<file path="src/rtl/text_pixel_serializer.sv">
// Text-mode pixel engine: coordinates -> text RAM -> character ROM -> serialized pixel,
// with a blinking block cursor and sync signals delayed to stay aligned with the pixels.
module text_pixel_serializer #(
    parameter int ADDR_WIDTH   = 10,
    parameter int DATA_WIDTH   = 8,
    parameter int CHAR_CODES   = 41,
    parameter int TEXT_COLS    = 80,
    parameter int TEXT_ROWS    = 30,
    parameter int TEXT_AW      = 12,
    parameter int BLINK_FRAMES = 30
) (
    input  logic                  i_clk,
    input  logic                  i_rst,
    input  logic [9:0]            i_pix_x,
    input  logic [9:0]            i_pix_y,
    input  logic                  i_video_on,
    input  logic                  i_hsync,
    input  logic                  i_vsync,
    input  logic                  i_frame_tick,
    output logic [TEXT_AW-1:0]    o_text_addr,
    input  logic [5:0]            i_char_code,
    output logic [ADDR_WIDTH-1:0] o_char_addr,
    input  logic [DATA_WIDTH-1:0] i_char_strip,
    input  logic                  i_cursor_en,
    input  logic [6:0]            i_cursor_col,
    input  logic [4:0]            i_cursor_row,
    output logic                  o_pixel,
    output logic                  o_video_on,
    output logic                  o_hsync,
    output logic                  o_vsync
);

    localparam int BW = (BLINK_FRAMES > 1) ? $clog2(BLINK_FRAMES) : 1;

    logic [BW-1:0]  blink_cnt_r;
    logic           blink_phase_r;

    // Per-pixel side information, index 0 = written at the first edge, index 3 = used at the last
    logic [3:0][2:0] x_lo_r;
    logic [1:0][3:0] y_lo_r;
    logic [3:0]      oob_r;
    logic [3:0]      hit_r;
    logic [3:0]      vid_r;
    logic [3:0]      hs_r;
    logic [3:0]      vs_r;
    logic [1:0]      bad_r;

    logic [6:0]         cell_col_s;
    logic [5:0]         cell_row_s;
    logic [TEXT_AW-1:0] text_addr_s;
    logic               oob_s;
    logic               hit_s;
    logic               bad_s;
    logic               pix_bit_s;
    logic               pixel_s;

    assign cell_col_s  = i_pix_x[9:3];
    assign cell_row_s  = i_pix_y[9:4];
    assign text_addr_s = TEXT_AW'(32'(cell_row_s) * 32'(TEXT_COLS) + 32'(cell_col_s));
    assign oob_s       = (32'(cell_col_s) >= 32'(TEXT_COLS)) || (32'(cell_row_s) >= 32'(TEXT_ROWS));
    assign hit_s       = i_cursor_en & (cell_col_s == i_cursor_col)
                       & (cell_row_s == {1'b0, i_cursor_row}) & blink_phase_r;
    assign bad_s       = 32'(i_char_code) >= 32'(CHAR_CODES);
    // MSB of the strip is the leftmost pixel of the glyph
    assign pix_bit_s   = i_char_strip[3'd7 - x_lo_r[3]];
    assign pixel_s     = vid_r[3] & ~oob_r[3] & ((pix_bit_s & ~bad_r[1]) ^ hit_r[3]);

    // Cursor blink counter; frame ticks during reset are dropped
    always_ff @(posedge i_clk) begin
        if (i_rst) begin
            blink_cnt_r   <= {BW{1'b0}};
            blink_phase_r <= 1'b0;
        end else if (i_frame_tick) begin
            if (blink_cnt_r == BW'(BLINK_FRAMES - 1)) begin
                blink_cnt_r   <= {BW{1'b0}};
                blink_phase_r <= ~blink_phase_r;
            end else begin
                blink_cnt_r   <= blink_cnt_r + BW'(1);
            end
        end else begin
            blink_cnt_r   <= blink_cnt_r;
        end
    end

    // Five-stage fetch/serialize pipeline and aligned sync delay line
    always_ff @(posedge i_clk) begin
        if (i_rst) begin
            o_text_addr <= {TEXT_AW{1'b0}};
            o_char_addr <= {ADDR_WIDTH{1'b0}};
            o_pixel     <= 1'b0;
            o_video_on  <= 1'b0;
            o_hsync     <= 1'b1;
            o_vsync     <= 1'b1;
            x_lo_r      <= 12'd0;
            y_lo_r      <= 8'd0;
            oob_r       <= 4'd0;
            hit_r       <= 4'd0;
            vid_r       <= 4'd0;
            // Sync delay line idles high so a reset never emits a spurious sync pulse
            hs_r        <= 4'b1111;
            vs_r        <= 4'b1111;
            bad_r       <= 2'd0;
        end else begin
            o_text_addr <= text_addr_s;
            x_lo_r      <= {x_lo_r[2:0], i_pix_x[2:0]};
            y_lo_r      <= {y_lo_r[0], i_pix_y[3:0]};
            oob_r       <= {oob_r[2:0], oob_s};
            hit_r       <= {hit_r[2:0], hit_s};
            vid_r       <= {vid_r[2:0], i_video_on};
            hs_r        <= {hs_r[2:0], i_hsync};
            vs_r        <= {vs_r[2:0], i_vsync};
            o_char_addr <= ADDR_WIDTH'({i_char_code, y_lo_r[1]});
            bad_r       <= {bad_r[0], bad_s};
            o_pixel     <= pixel_s;
            o_video_on  <= vid_r[3];
            o_hsync     <= hs_r[3];
            o_vsync     <= vs_r[3];
        end
    end

endmodule

</file>
<file path="config.mk">
export PLATFORM = sky130hd
export DESIGN_NAME = text_pixel_serializer
export DESIGN_NICKNAME = d
export VERILOG_FILES = /design/src/rtl/text_pixel_serializer.sv
export SDC_FILE = /design/constraint.sdc
export NUM_CORES = 1
export LEC_CHECK = 0
export CORE_ASPECT_RATIO = 1.25
export CORE_UTILIZATION = 46
export CTS_CLUSTER_SIZE = 28
export DETAILED_ROUTE_END_ITERATION = 6
export PLACE_DENSITY = 0.83
export SLEW_MARGIN = 10
export SYNTH_ARGS = -nofsm -noshare
export SYNTH_HDL_FRONTEND = slang
export SYNTH_SLANG_ARGS = --single-unit
export TNS_END_PERCENT = 20
</file>
<file path="constraint.sdc">
create_clock -name i_clk -period 3.2 [get_ports i_clk]
set_clock_uncertainty 0.1 [all_clocks]
set_input_delay 0.64 -clock i_clk [delete_from_list [all_inputs] [get_ports i_clk]]
set_output_delay 0.64 -clock i_clk [all_outputs]
set_load 0.02 [all_outputs]
</file>
==> reports/results.ini <==
[floorplan]
die_width_um = 70.3
floorplan.initialDensity_pct = 48.6
design.portCount = 79
fp.dieArea_um2 = 6140
height_of_the_die_um = 87.4
fp-row-count = 30
core-area_um2 = 5520

[power]
switchingPower_uw = 488
power_switching_share_pct = 23.5
seq_power_share_pct = 47.1
power_leakage_uw = 0.00154
internal_power_uw = 1590
share_clk_of_total_power_pct = 37.9
share_comb_of_total_power_pct = 15.1
power_density_nw_per_um2 = 547
ir_drop_v = 0.000256

[global_route]
first_global_vias = 1918
initial_antenna_violation_count = 0
maximum_number_of_pins_on_one_net_before_global_route_repair = 46
grt.overflow.total = 0
grtUsageTotal_pct = 17.5
grt_pass1_wl_um = 8220

[detailed_routing]
firstDrtPassIters = 6
wl_met2_um = 2440
wirelength_met1_um = 2030
drt_first_iter_violations = 72
route.vias.total = 1940
detail_route.wl_per_cell_um = 12.3
detail_route.wirelength_um = 4930
top_layer_used = met4
detailroute.wirelength.met3_um = 381
ant_nets = 0
detail_route.vias_per_cell = 4.84
drc_errors = 0

[timing]
slew_violations = 0
setup-tns-final_ps = 0
max_freq_mhz = 332
fin_crit_sh_pct = 94.2
fin_hold_ws_ps = 312
worst_slew_pin_slew_ps = 418
relSlewSlack_pct = 72.2
final_critical_path_setup_slack_ps = 187
rsz0062_at_grt = false
finalHoldViolations = 0
final_period_minus_worst_setup_slack_ps = 3010
setup-violations-final = 0

[setup_path]
setup_crit_path_kind = in -> reg
data_required_time_of_the_worst_path_ps = 3320
crit_chain = clkdlybuf4s50_1 -> ha_1 -> ha_1 -> fa_1 -> and3_2 -> or3_1 -> and3_1 -> mux2_1
critical_path.max_stage_delay_ps = 520
startpoint_type = primary input
timing.critical_path.arrival_ps = 3130
sort_of_element_at_the_end_of_the_critical_path = register
worst_path_most_repeated_cell = ha_1
worst-path-max-fanout = 2
worst_path_max_delay_cell = clkdlybuf4s50_1

[cells_and_area]
layout_commonest_cell = clkdlybuf4s50_1
num_antenna_cells = 0
mostFrequentLayoutCells = clkdlybuf4s50_1 (77), dfxtp_1 (74), nor2b_1 (50)
num-nets-final = 400
post_route_cells_drive_above_1_share_pct = 12.2
final_layout_fill_cell_count = 427
syn_to_final_growth_pct = 41.7
layoutNonFillerInstCount = 401

[synth]
synth.net_count = 310
yosys_warnings = 0
synthesized_flop_and_latch_total = 74
synth-edff-count = 0
synth.distinct_cells = 35
synth_area_per_cell_um2 = 11.1
main_synth_ff_type = dfxtp_1
netlist_instances = 242
synth_sequential_area_ratio_pct = 55.2
synthesis.area_um2 = 2680
async_reset_ff_share_pct = 0

[placement]
gp_congestion = 0.871
portBuffers = 78
numPlacedInstances = 385
place_hpwl_um = 3630
pre_cts_slack_ps = -120

[clocking]
cts.clk_slew.worst_paths_ps = 70
htreeDepth = 3
cts.path.max_buffers = 2
postCtsHoldBufs = 0
cts_tree = yes
clk_latency_ps = 330
clock_tree.root_cell = clkbuf_8
ctsResizeCount = 0
cts-buffers-inserted = 9
post_cts_buffers = 0
cts.sink_count = 74

[run]
timing.max_cap.violations = 0

[status]
run_status = completed

[hold_path]
classification_of_the_worst_slack_hold_path = reg -> reg

## critical path, delay by kind of cell
family | cells | cell delay, ps
fa+ha+maj | 3 | 890
simple gates | 3 | 810
buf+inv | 1 | 520
mux | 1 | 290
## cells in the mapped netlist, types with 5 or more instances
| cell | count | area, um2 |
|---|---|---|
| a21oi_1 | 5 | 25.0 |
| clkbuf_1 | 8 | 30.0 |
| dfxtp_1 | 74 | 1480 |
| ha_1 | 13 | 163 |
| inv_1 | 5 | 18.8 |
| nand4_1 | 6 | 37.5 |
| nor2_1 | 12 | 45.0 |
| nor2b_1 | 50 | 313 |
| or2_2 | 10 | 62.6 |
| xnor2_1 | 11 | 96.3 |
| xor2_1 | 10 | 87.6 |
## cell type report
cell class                      count  area (um2)  area share (%)
Timing Repair Buffer               87         843            22.2
Clock inverter                      7         101            2.67
Multi-Input combinational cell    155        1150            30.3
Inverter                            5        18.8           0.494
Clock buffer                        9         124            3.26
Tap cell                           64        80.1            2.11
Sequential cell                    74        1480            39.0
## registers in the layout (all words and copies together), names as in the netlist, 2 cells and up
signal       cells
vid_r            4
hit_r            4
vs_r             4
x_lo_r          12
o_char_addr     10
blink_cnt_r      5
bad_r            2
oob_r            4
hs_r             4
o_text_addr     12
y_lo_r           8
## final timing paths
| check | startpoint | end | slack (ps) | cells after the start |
|---|---|---|---|---|
| setup / recovery | i_pix_y[7] | o_text_addr[11]$_SDFF_PP0_ | 190 | 8 |
| setup reg to reg | x_lo_r[9]$_SDFF_PP0_ | o_pixel$_SDFF_PP0_ | 1490 | 3 |
| hold / removal | vs_r[3]$_SDFF_PP1_ | o_vsync$_SDFF_PP1_ | 310 | 1 |
| hold reg to reg | vs_r[3]$_SDFF_PP1_ | o_vsync$_SDFF_PP1_ | 310 | 1 |
## per-layer routing
layer,GRT usage [%],vias to the layer above
met5,0,-
met4,9.27,0
met3,6.94,9
met2,30.1,73
met1,18.3,885
li1,-,973
## logic make-up after synthesis
logic type               Yosys count  share of synthesized area [%]
AO/OA/AOI/OAI                     16                           3.78
AND/OR/NAND/NOR                   97                           21.5
flip-flops                        74                           55.2
multiplexers                       5                           2.43
XOR/XNOR                          22                           7.70
buffers and inverters             13                           1.82
adder cells (fa/ha/maj)           15                           7.56
## per-stage QoR
step | utilization [%] | total power [uW] | instance area [um2]
detailed placement | 64.8 | 1310 | 3580
finish | 68.9 | 2080 | 3800
global route | 68.9 | 2170 | 3800
global placement | 64.8 | 1300 | 3580
floorplan | - | 1150 | 2680
CTS | 68.9 | 2110 | 3800
## power groups by stage
stage | Sequential, uW | Combinational (uW) | Clock, uW
after floorplan | 1030 | 126 | 0
after global placement | 999 | 306 | 0
after detailed placement | 1000 | 313 | 0
after CTS | 979 | 316 | 811
after global routing | 983 | 339 | 850
final | 978 | 313 | 787
(Power assumes the default switching activity.)
